**src/rtl/rr_decode_arbiter.sv**
```systemverilog
// Round-robin arbiter for 8 requesters with registered one-hot grant, 3-bit owner index and a one-cycle gap after each release.
// Optional forced release after TIMEOUT busy cycles when RR_TIMEOUT_EN is defined.
module rr_decode_arbiter #(
  parameter int TIMEOUT = 16
) (
  input  logic       clk,
  input  logic       rst,
  input  logic [7:0] req,
  input  logic       done,
  output logic [7:0] gnt,
  output logic [2:0] gnt_idx,
  output logic       busy,
  output logic       timeout
);

  if (TIMEOUT < 2 || TIMEOUT > 256) begin : g_bad_timeout
    $error("rr_decode_arbiter: TIMEOUT must be in 2..256");
  end

  typedef enum logic [1:0] {IDLE, BUSY, GAP} state_t;

  state_t     state, nxt_state;
  logic [2:0] last, nxt_last, nxt_idx;
  logic [2:0] sel, cand;
  logic       found, rel, expire;

  // Scan last+1 .. last+8; the wrap to last itself comes from 3'(8) == 0.
  always_comb begin
    sel   = '0;
    cand  = '0;
    found = 1'b0;
    for (int i = 1; i <= 8; i++) begin
      cand = last + 3'(i);
      if (!found && req[cand]) begin
        sel   = cand;
        found = 1'b1;
      end
    end
  end

  assign rel = (state == BUSY) && (done || !req[gnt_idx] || expire);

  always_comb begin
    nxt_state = state;
    nxt_idx   = gnt_idx;
    nxt_last  = last;
    case (state)
      IDLE: if (found) begin
        nxt_state = BUSY;
        nxt_idx   = sel;
      end
      BUSY: if (rel) begin
        nxt_state = GAP;
        nxt_last  = gnt_idx;
      end
      GAP:     nxt_state = IDLE;
      default: nxt_state = IDLE;
    endcase
  end

  always_ff @(posedge clk or posedge rst) begin
    if (rst) state <= IDLE;
    else     state <= nxt_state;
  end

  always_ff @(posedge clk or posedge rst) begin
    if (rst) begin
      gnt     <= 8'h00;
      gnt_idx <= 3'd0;
      busy    <= 1'b0;
      last    <= 3'd7;
    end else begin
      gnt     <= (nxt_state == BUSY) ? (8'b1 << nxt_idx) : 8'h00;
      gnt_idx <= nxt_idx;
      busy    <= (nxt_state == BUSY);
      last    <= nxt_last;
    end
  end

`ifdef RR_TIMEOUT_EN
  localparam int CW = $clog2(TIMEOUT);
  logic [CW-1:0] cnt;

  assign expire = (state == BUSY) && (cnt == CW'(TIMEOUT - 1));

  always_ff @(posedge clk or posedge rst) begin
    if (rst) begin
      cnt     <= '0;
      timeout <= 1'b0;
    end else begin
      if (state == BUSY && !rel) cnt <= cnt + 1'b1;
      else                       cnt <= '0;
      // Pulse only when expiry alone caused the release.
      timeout <= expire && !done && req[gnt_idx];
    end
  end
`else
  assign expire  = 1'b0;
  assign timeout = 1'b0;
`endif

endmodule
```
**config.mk**
```make
export PLATFORM = sky130hd
export DESIGN_NAME = rr_decode_arbiter
export DESIGN_NICKNAME = d
export VERILOG_FILES = /design/src/rtl/rr_decode_arbiter.sv
export SDC_FILE = /design/constraint.sdc
export NUM_CORES = 1
export LEC_CHECK = 0
export BUFFER_PORTS_ARGS = -buffer_cell sky130_fd_sc_hd__buf_2
export CORE_MARGIN = 4
export CORE_UTILIZATION = 45
export CTS_BUF_LIST = sky130_fd_sc_hd__clkbuf_8
export CTS_CLUSTER_SIZE = 30
export DETAILED_ROUTE_END_ITERATION = 6
export GPL_TIMING_DRIVEN = 0
export PLACE_DENSITY = 0.65
export SLEW_MARGIN = 15
export SYNTH_ARGS = -nofsm -noshare
export SYNTH_HDL_FRONTEND = slang
export SYNTH_SLANG_ARGS = --single-unit
```
**constraint.sdc**
```tcl
create_clock -name clk -period 4.9 [get_ports clk]
set_clock_uncertainty 0.2 [all_clocks]
set_input_delay 0.735 -clock clk [delete_from_list [all_inputs] [get_ports clk]]
set_output_delay 0.735 -clock clk [all_outputs]
set_load 0.1 [all_outputs]
```
==> results of run 1 <==
kinds of logic (layout without fill, tap and decap cells):
group                    after synthesis  count (layout)  synth area share
flip-flops                            17              17             0.268
XOR/XNOR                               3               3            0.0211
adder cells (fa/ha/maj)                2               2            0.0156
AND/OR/NAND/NOR                       44              44             0.178
AO/OA/AOI/OAI                         40              40             0.191
other                                  1               1           0.00235
buffers and inverters                 20              46            0.0548
multiplexers                          28              28             0.269
layout by cell type, fill, tap and decap left out, drive strengths merged, types with 2 or more instances in the layout:
cell and n:
nand2 10, and4bb 2, nor4b 3, nor3 4, o221ai 3, or2 2
mux2 7, inv 12, nor4 4, a22o 2, nor2 8, mux4 10
o311ai 2, o22ai 2, a211oi 2, buf 28, dfstp 3, ha 2
dfrtp 14, xnor2 2, mux2i 11, nand2b 5, a21oi 4, clkbuf 6
o21ai 11
metrics by stage:
stage               worst slack [ns]  area [µm²]  cells   util  hold WS [ns]
CTS                            0.518        1810    227  0.535         0.374
floorplan                       1.21        1600    155      -         0.410
global placement               0.672        1770    223  0.521         0.422
detailed placement             0.544        1770    223  0.521         0.424
global route                   0.148        1810    227  0.535         0.421
finish                         0.410        1810    227  0.535         0.351
registers in the layout, summed over array words and instances (netlist names):
name,flops
state,2
busy,1
last,3
gnt_idx,3
gnt,8
layout make-up:
type                            instances  area (µm²)
Tap cell                               46        57.6
Clock buffer                            3        41.3
Inverter                               11        41.3
Multi-Input combinational cell        118        1080
Clock inverter                          1        3.75
Buffer                                  9        46.3
Fill cell                             310        1580
Sequential cell                        17         429
Timing Repair Buffer                   22         110
routing by layer:
layer,GRT usage,vias to the layer above,share of wire
met4,0.0658,0,0.017
li1,-,652,-
met3,0.0466,8,0.072
met2,0.303,59,0.50
met1,0.248,683,0.41
met5,0,-,0
path summary, 6_finish.rpt:
path                                      start             endpoint  depth (start not counted)
max                         last[1]$_DFFE_PP1P_     gnt[3]$_DFF_PP0_                         12
min                                         rst   state[1]$_DFF_PP0_                          2
max reg2reg                 last[1]$_DFFE_PP1P_     gnt[3]$_DFF_PP0_                         12
min reg2reg                gnt_idx[2]$_DFF_PP0_  last[2]$_DFFE_PP1P_                          1
max in group asynchronous                   rst     gnt[2]$_DFF_PP0_                          2
min in group clk           gnt_idx[2]$_DFF_PP0_  last[2]$_DFFE_PP1P_                          1
critical path, delay by kind of cell, from the launching register on:
| kind | cells | cell delay (ns) |
|---|---|---|
| flops | 1 | 0.53 |
| mux | 2 | 0.90 |
| buf+inv | 4 | 1.13 |
| compound gates | 4 | 0.99 |
| simple gates | 1 | 0.29 |
| fa+ha+maj | 1 | 0.35 |
==> impl_metrics.env, run 1 <==
export IMPL_drt_iter0_markers=101
export IMPL_cp_required_ns=4.86
export IMPL_synth_area_leader_cell="dfrtp_1"
export IMPL_ctsHoldBuffers=0
export IMPL_fmax_ghz=0.223
export IMPL_tightest_slew_ns=0.608
export IMPL_overflow=0
export IMPL_hold_viol=0
export IMPL_yosysMostFrequentCell="dfrtp_1"
export IMPL_numCtsBuffers=3
export IMPL_drive_gt1_frac=0.365
export IMPL_setup_violations_final=0
export IMPL_grt_pass1_wl_um=6450
export IMPL_cp_cell_sequence="buf_2, clkbuf_1, inv_1, ha_1, buf_2, mux4_2, mux2i_1, o21ai_0, o41a_1, a32oi_1, o21ai_2, nor4b_2"
export IMPL_num_vias=1402
export IMPL_ff2ff_setup_slack_ns=0.41
export IMPL_core_area_um2=3390
export IMPL_cts_buffer_depth=2
export IMPL_clock_latency_ns=0.25
export IMPL_insertedDiodeCount=0
export IMPL_via_per_inst=6.18
export IMPL_antenna_found_initial=0
export IMPL_cts_tree="done"
export IMPL_die_y_um=67.6
export IMPL_critPathMaxStageDelay_ns=0.53
export IMPL_die_width_um=67.6
export IMPL_yosysUniqueCellTypes=59
export IMPL_initial_core_util=0.472
export IMPL_clock_sinks=17
export IMPL_drv_cap=0
export IMPL_synth_edf_count=0
export IMPL_drt_wirelength_per_cell_um=17.1
export IMPL_synthArstFlopShare=1.00
export IMPL_rows=21
export IMPL_syn_num_nets=168
export IMPL_cp_end_kind="flop"
export IMPL_root_buffer="clkbuf_8"
export IMPL_min_period_over_period=0.916
export IMPL_path_common_cell="buf_2"
export IMPL_io_pins=24
export IMPL_drv_slew=0
export IMPL_synth_area_um2=1600
export IMPL_post_synth_top_area_fraction=0.219
export IMPL_dr_pass1_iters=4
export IMPL_gp_congestion=0.896
export IMPL_nets=195
export IMPL_track_usage=0.189
export IMPL_dp_hpwl_um=3020
export IMPL_synth_seq_cells=17
export IMPL_crit_arrival_ns=4.45
export IMPL_critPathLaunchType="flop"
export IMPL_yosysSeqAreaShare=0.268
export IMPL_die_area_um2=4570
export IMPL_htree_levels=1
export IMPL_clk_pin_slew_ns=0.06
export IMPL_rsz0062_at_grt="false"
export IMPL_critical_path_class="flop to flop"
export IMPL_fin_crit_ns=4.49
export IMPL_cp_slowest_cell="dfstp_2"
export IMPL_postCtsResizedCells=0
export IMPL_syn_instance_count=155
export IMPL_setup_tns_ns=0
export IMPL_hold_class="input port to asynchronous set/reset pin"
export IMPL_synth_area_leaders="dfrtp_1, mux4_2, mux2i_1, dfstp_2, mux2_2"
export IMPL_area_growth_pct=13.3
export IMPL_synth_main_ff_cell="dfrtp_1"
export IMPL_drcViolationCount=0
export IMPL_numPortBuffers=22
export IMPL_syn_avg_cell_area_um2=10.3
export IMPL_outcome="complete, no violations"
export IMPL_slew_headroom=0.594
export IMPL_ys_warn_count=0
export IMPL_crit_path_max_fanout=10
export IMPL_grt_max_degree=18
export IMPL_post_cts_repair_setup_buffers=0
export IMPL_grt_pass1_vias=1386
export IMPL_netlist_top_cells_count="dfrtp_1, inv_1, mux2i_1, mux4_2, nand2_1"
export IMPL_wirelength_um=3890
export IMPL_ant_nets=0
Power of run 1 is left out: the tool's default activity adds up to more than one toggle a clock period on the data nets, which glitch-free logic cannot reach.
==> inputs of run 2 (changes only) <==
CELL_PAD_IN_SITES_DETAIL_PLACEMENT = 1   (was default)
CELL_PAD_IN_SITES_GLOBAL_PLACEMENT = 2   (was default)
CORE_UTILIZATION = 41   (was 45)
PLACE_DENSITY = default   (was 0.65)
PLACE_DENSITY_LB_ADDON = 0.1   (was default)
clock period = 5.3 ns   (was 4.9 ns; I/O delays follow)
==> run 2 against run 1 <==
Compared with the run above:
- fmax about the same
- wire length is 14% higher
- setup slack gained 0.40 ns
- die area increased by 8.6%
- largest cell class unchanged
- non-clock buffer count unchanged
- count of clock-buffer cells in the layout stayed put
- register-to-register slack gained 0.40 ns
- global-route usage decreased by 0.086 points
- first-iteration DRC count grew 14%
==> impl_metrics.env, run 2 (same netlist as run 1, synthesis figures left out) <==
export IMPL_num_vias=1385
export IMPL_clk_pin_slew_ns=0.07
export IMPL_grt_pass1_wl_um=7420
export IMPL_wirelength_um=4440
export IMPL_crit_path_max_fanout=10
export IMPL_grt_max_degree=18
export IMPL_layout_common_cells="buf_2, dfrtp_1, mux4_2, mux2i_1, inv_1"
export IMPL_fin_crit_ns=4.49
export IMPL_fin_cells=229
export IMPL_path_common_cell="buf_2"
export IMPL_core_area_um2=3720
export IMPL_critPathLaunchType="flop"
export IMPL_critical_path_class="flop to flop"
export IMPL_postCtsResizedCells=0
export IMPL_numPortBuffers=22
export IMPL_dp_hpwl_um=3530
export IMPL_cts_tree="done"
export IMPL_hold_viol=0
export IMPL_hold_class="input port to asynchronous set/reset pin"
export IMPL_die_width_um=70.5
export IMPL_overflow=0
export IMPL_clock_latency_ns=0.26
export IMPL_pre_cts_slack_ns=0.877
export IMPL_drt_wirelength_per_cell_um=19.4
export IMPL_setup_tns_ns=0
export IMPL_rows=22
export IMPL_whs_ns=0.417
export IMPL_rsz0062_at_grt="false"
export IMPL_dr_pass1_iters=4
export IMPL_fin_ws_ns=0.813
export IMPL_nFillCells=454
export IMPL_insertedDiodeCount=0
export IMPL_top_regs="gnt (8), gnt_idx (3), last (3)"
export IMPL_top_register="gnt"
export IMPL_drv_slew=0
export IMPL_clock_sinks=17
export IMPL_cts_buffer_depth=2
export IMPL_cp_end_kind="flop"
export IMPL_worstRegToRegCells=12
export IMPL_via_per_inst=6.05
export IMPL_largest_reg_flops=8
export IMPL_ant_nets=0
export IMPL_crit_arrival_ns=4.45
export IMPL_drt_iter0_markers=115
export IMPL_slew_headroom=0.563
export IMPL_path_depth=12
export IMPL_root_buffer="clkbuf_8"
export IMPL_critPathTopFamily="buffers and inverters"
export IMPL_outcome="complete, no violations"
export IMPL_min_period_over_period=0.847
export IMPL_setup_violations_final=0
export IMPL_critPathBufInv=4
export IMPL_drive_gt1_frac=0.370
export IMPL_critPathMaxStageDelay_ns=0.54
export IMPL_die_area_um2=4960
export IMPL_cp_required_ns=5.26
export IMPL_numCtsBuffers=3
export IMPL_track_usage=0.188
export IMPL_antenna_found_initial=0
export IMPL_io_pins=24
export IMPL_fmax_ghz=0.223
export IMPL_final_common_cell="buf_2"
export IMPL_tightest_slew_ns=0.655
export IMPL_post_cts_repair_setup_buffers=0
export IMPL_dpl_cell_count=225
export IMPL_ctsHoldBuffers=0
export IMPL_multi_input_area_um2=1080
export IMPL_initial_core_util=0.430
export IMPL_die_y_um=70.5
export IMPL_cp_slowest_cell="dfstp_2"
export IMPL_cp_cell_sequence="buf_2, clkbuf_1, inv_1, ha_1, buf_2, mux4_2, mux2i_1, nand2_2, nor4_1, a22oi_1, o21ai_2, nor4b_2"
export IMPL_area_growth_pct=13.7
export IMPL_drcViolationCount=0
export IMPL_grt_pass1_vias=1463
export IMPL_nets=195
export IMPL_htree_levels=1
export IMPL_register_area_um2=429
export IMPL_drv_cap=0
export IMPL_gp_congestion=0.838
run 2: changes by cell type in the layout (fill, tap and decap cells not counted):
cell / delta
clkinvlp_4: +1
inv_1: -1
run 2: per-stage QoR:
stage	util	instance area (µm²)
6_report	0.489	1820
5_1_grt	0.489	1820
4_1_cts	0.489	1820
3_5_place_dp	0.476	1770
3_3_place_gp	0.476	1770
2_1_floorplan	-	1600
run 2: area by class of cell:
cell class / instances / share of cell area
inverter: 11 / 0.0227
clock buffer: 3 / 0.0227
tap: 48 / 0.0330
buffer: 9 / 0.0255
timing repair buffer: 22 / 0.0606
multi-input combinational: 118 / 0.595
sequential: 17 / 0.236
clock inverter: 1 / 0.00413
run 2: path summary, 6_finish.rpt:
| check | startpoint | slack (ns) | end |
|---|---|---|---|
| setup / recovery | last[1]$_DFFE_PP1P_ | 0.81 | gnt[3]$_DFF_PP0_ |
| hold / removal | rst | 0.42 | gnt[4]$_DFF_PP0_ |
| setup reg to reg | last[1]$_DFFE_PP1P_ | 0.81 | gnt[3]$_DFF_PP0_ |
| hold reg to reg | gnt_idx[2]$_DFF_PP0_ | 0.46 | last[2]$_DFFE_PP1P_ |
| max in group asynchronous | rst | 4.07 | gnt[5]$_DFF_PP0_ |
| min in group clk | gnt_idx[2]$_DFF_PP0_ | 0.46 | last[2]$_DFFE_PP1P_ |
run 2: per-layer routing:
layer / vias up / GRT usage / share of wire
li1: 652 / - / -
met1: 698 / 0.265 / 0.45
met2: 33 / 0.310 / 0.50
met3: 2 / 0.0273 / 0.047
met4: 0 / 0.0319 / 0.0032
met5: - / 0 / 0
run 2: worst register-to-register path, delay by kind of cell (launching register included):
kind | cells | cell delay (ns)
buf+inv | 4 | 1.12
simple gates | 3 | 0.89
mux | 2 | 0.71
compound gates | 2 | 0.58
flops | 1 | 0.54
fa+ha+maj | 1 | 0.36
Power of run 2 is left out for the same reason.
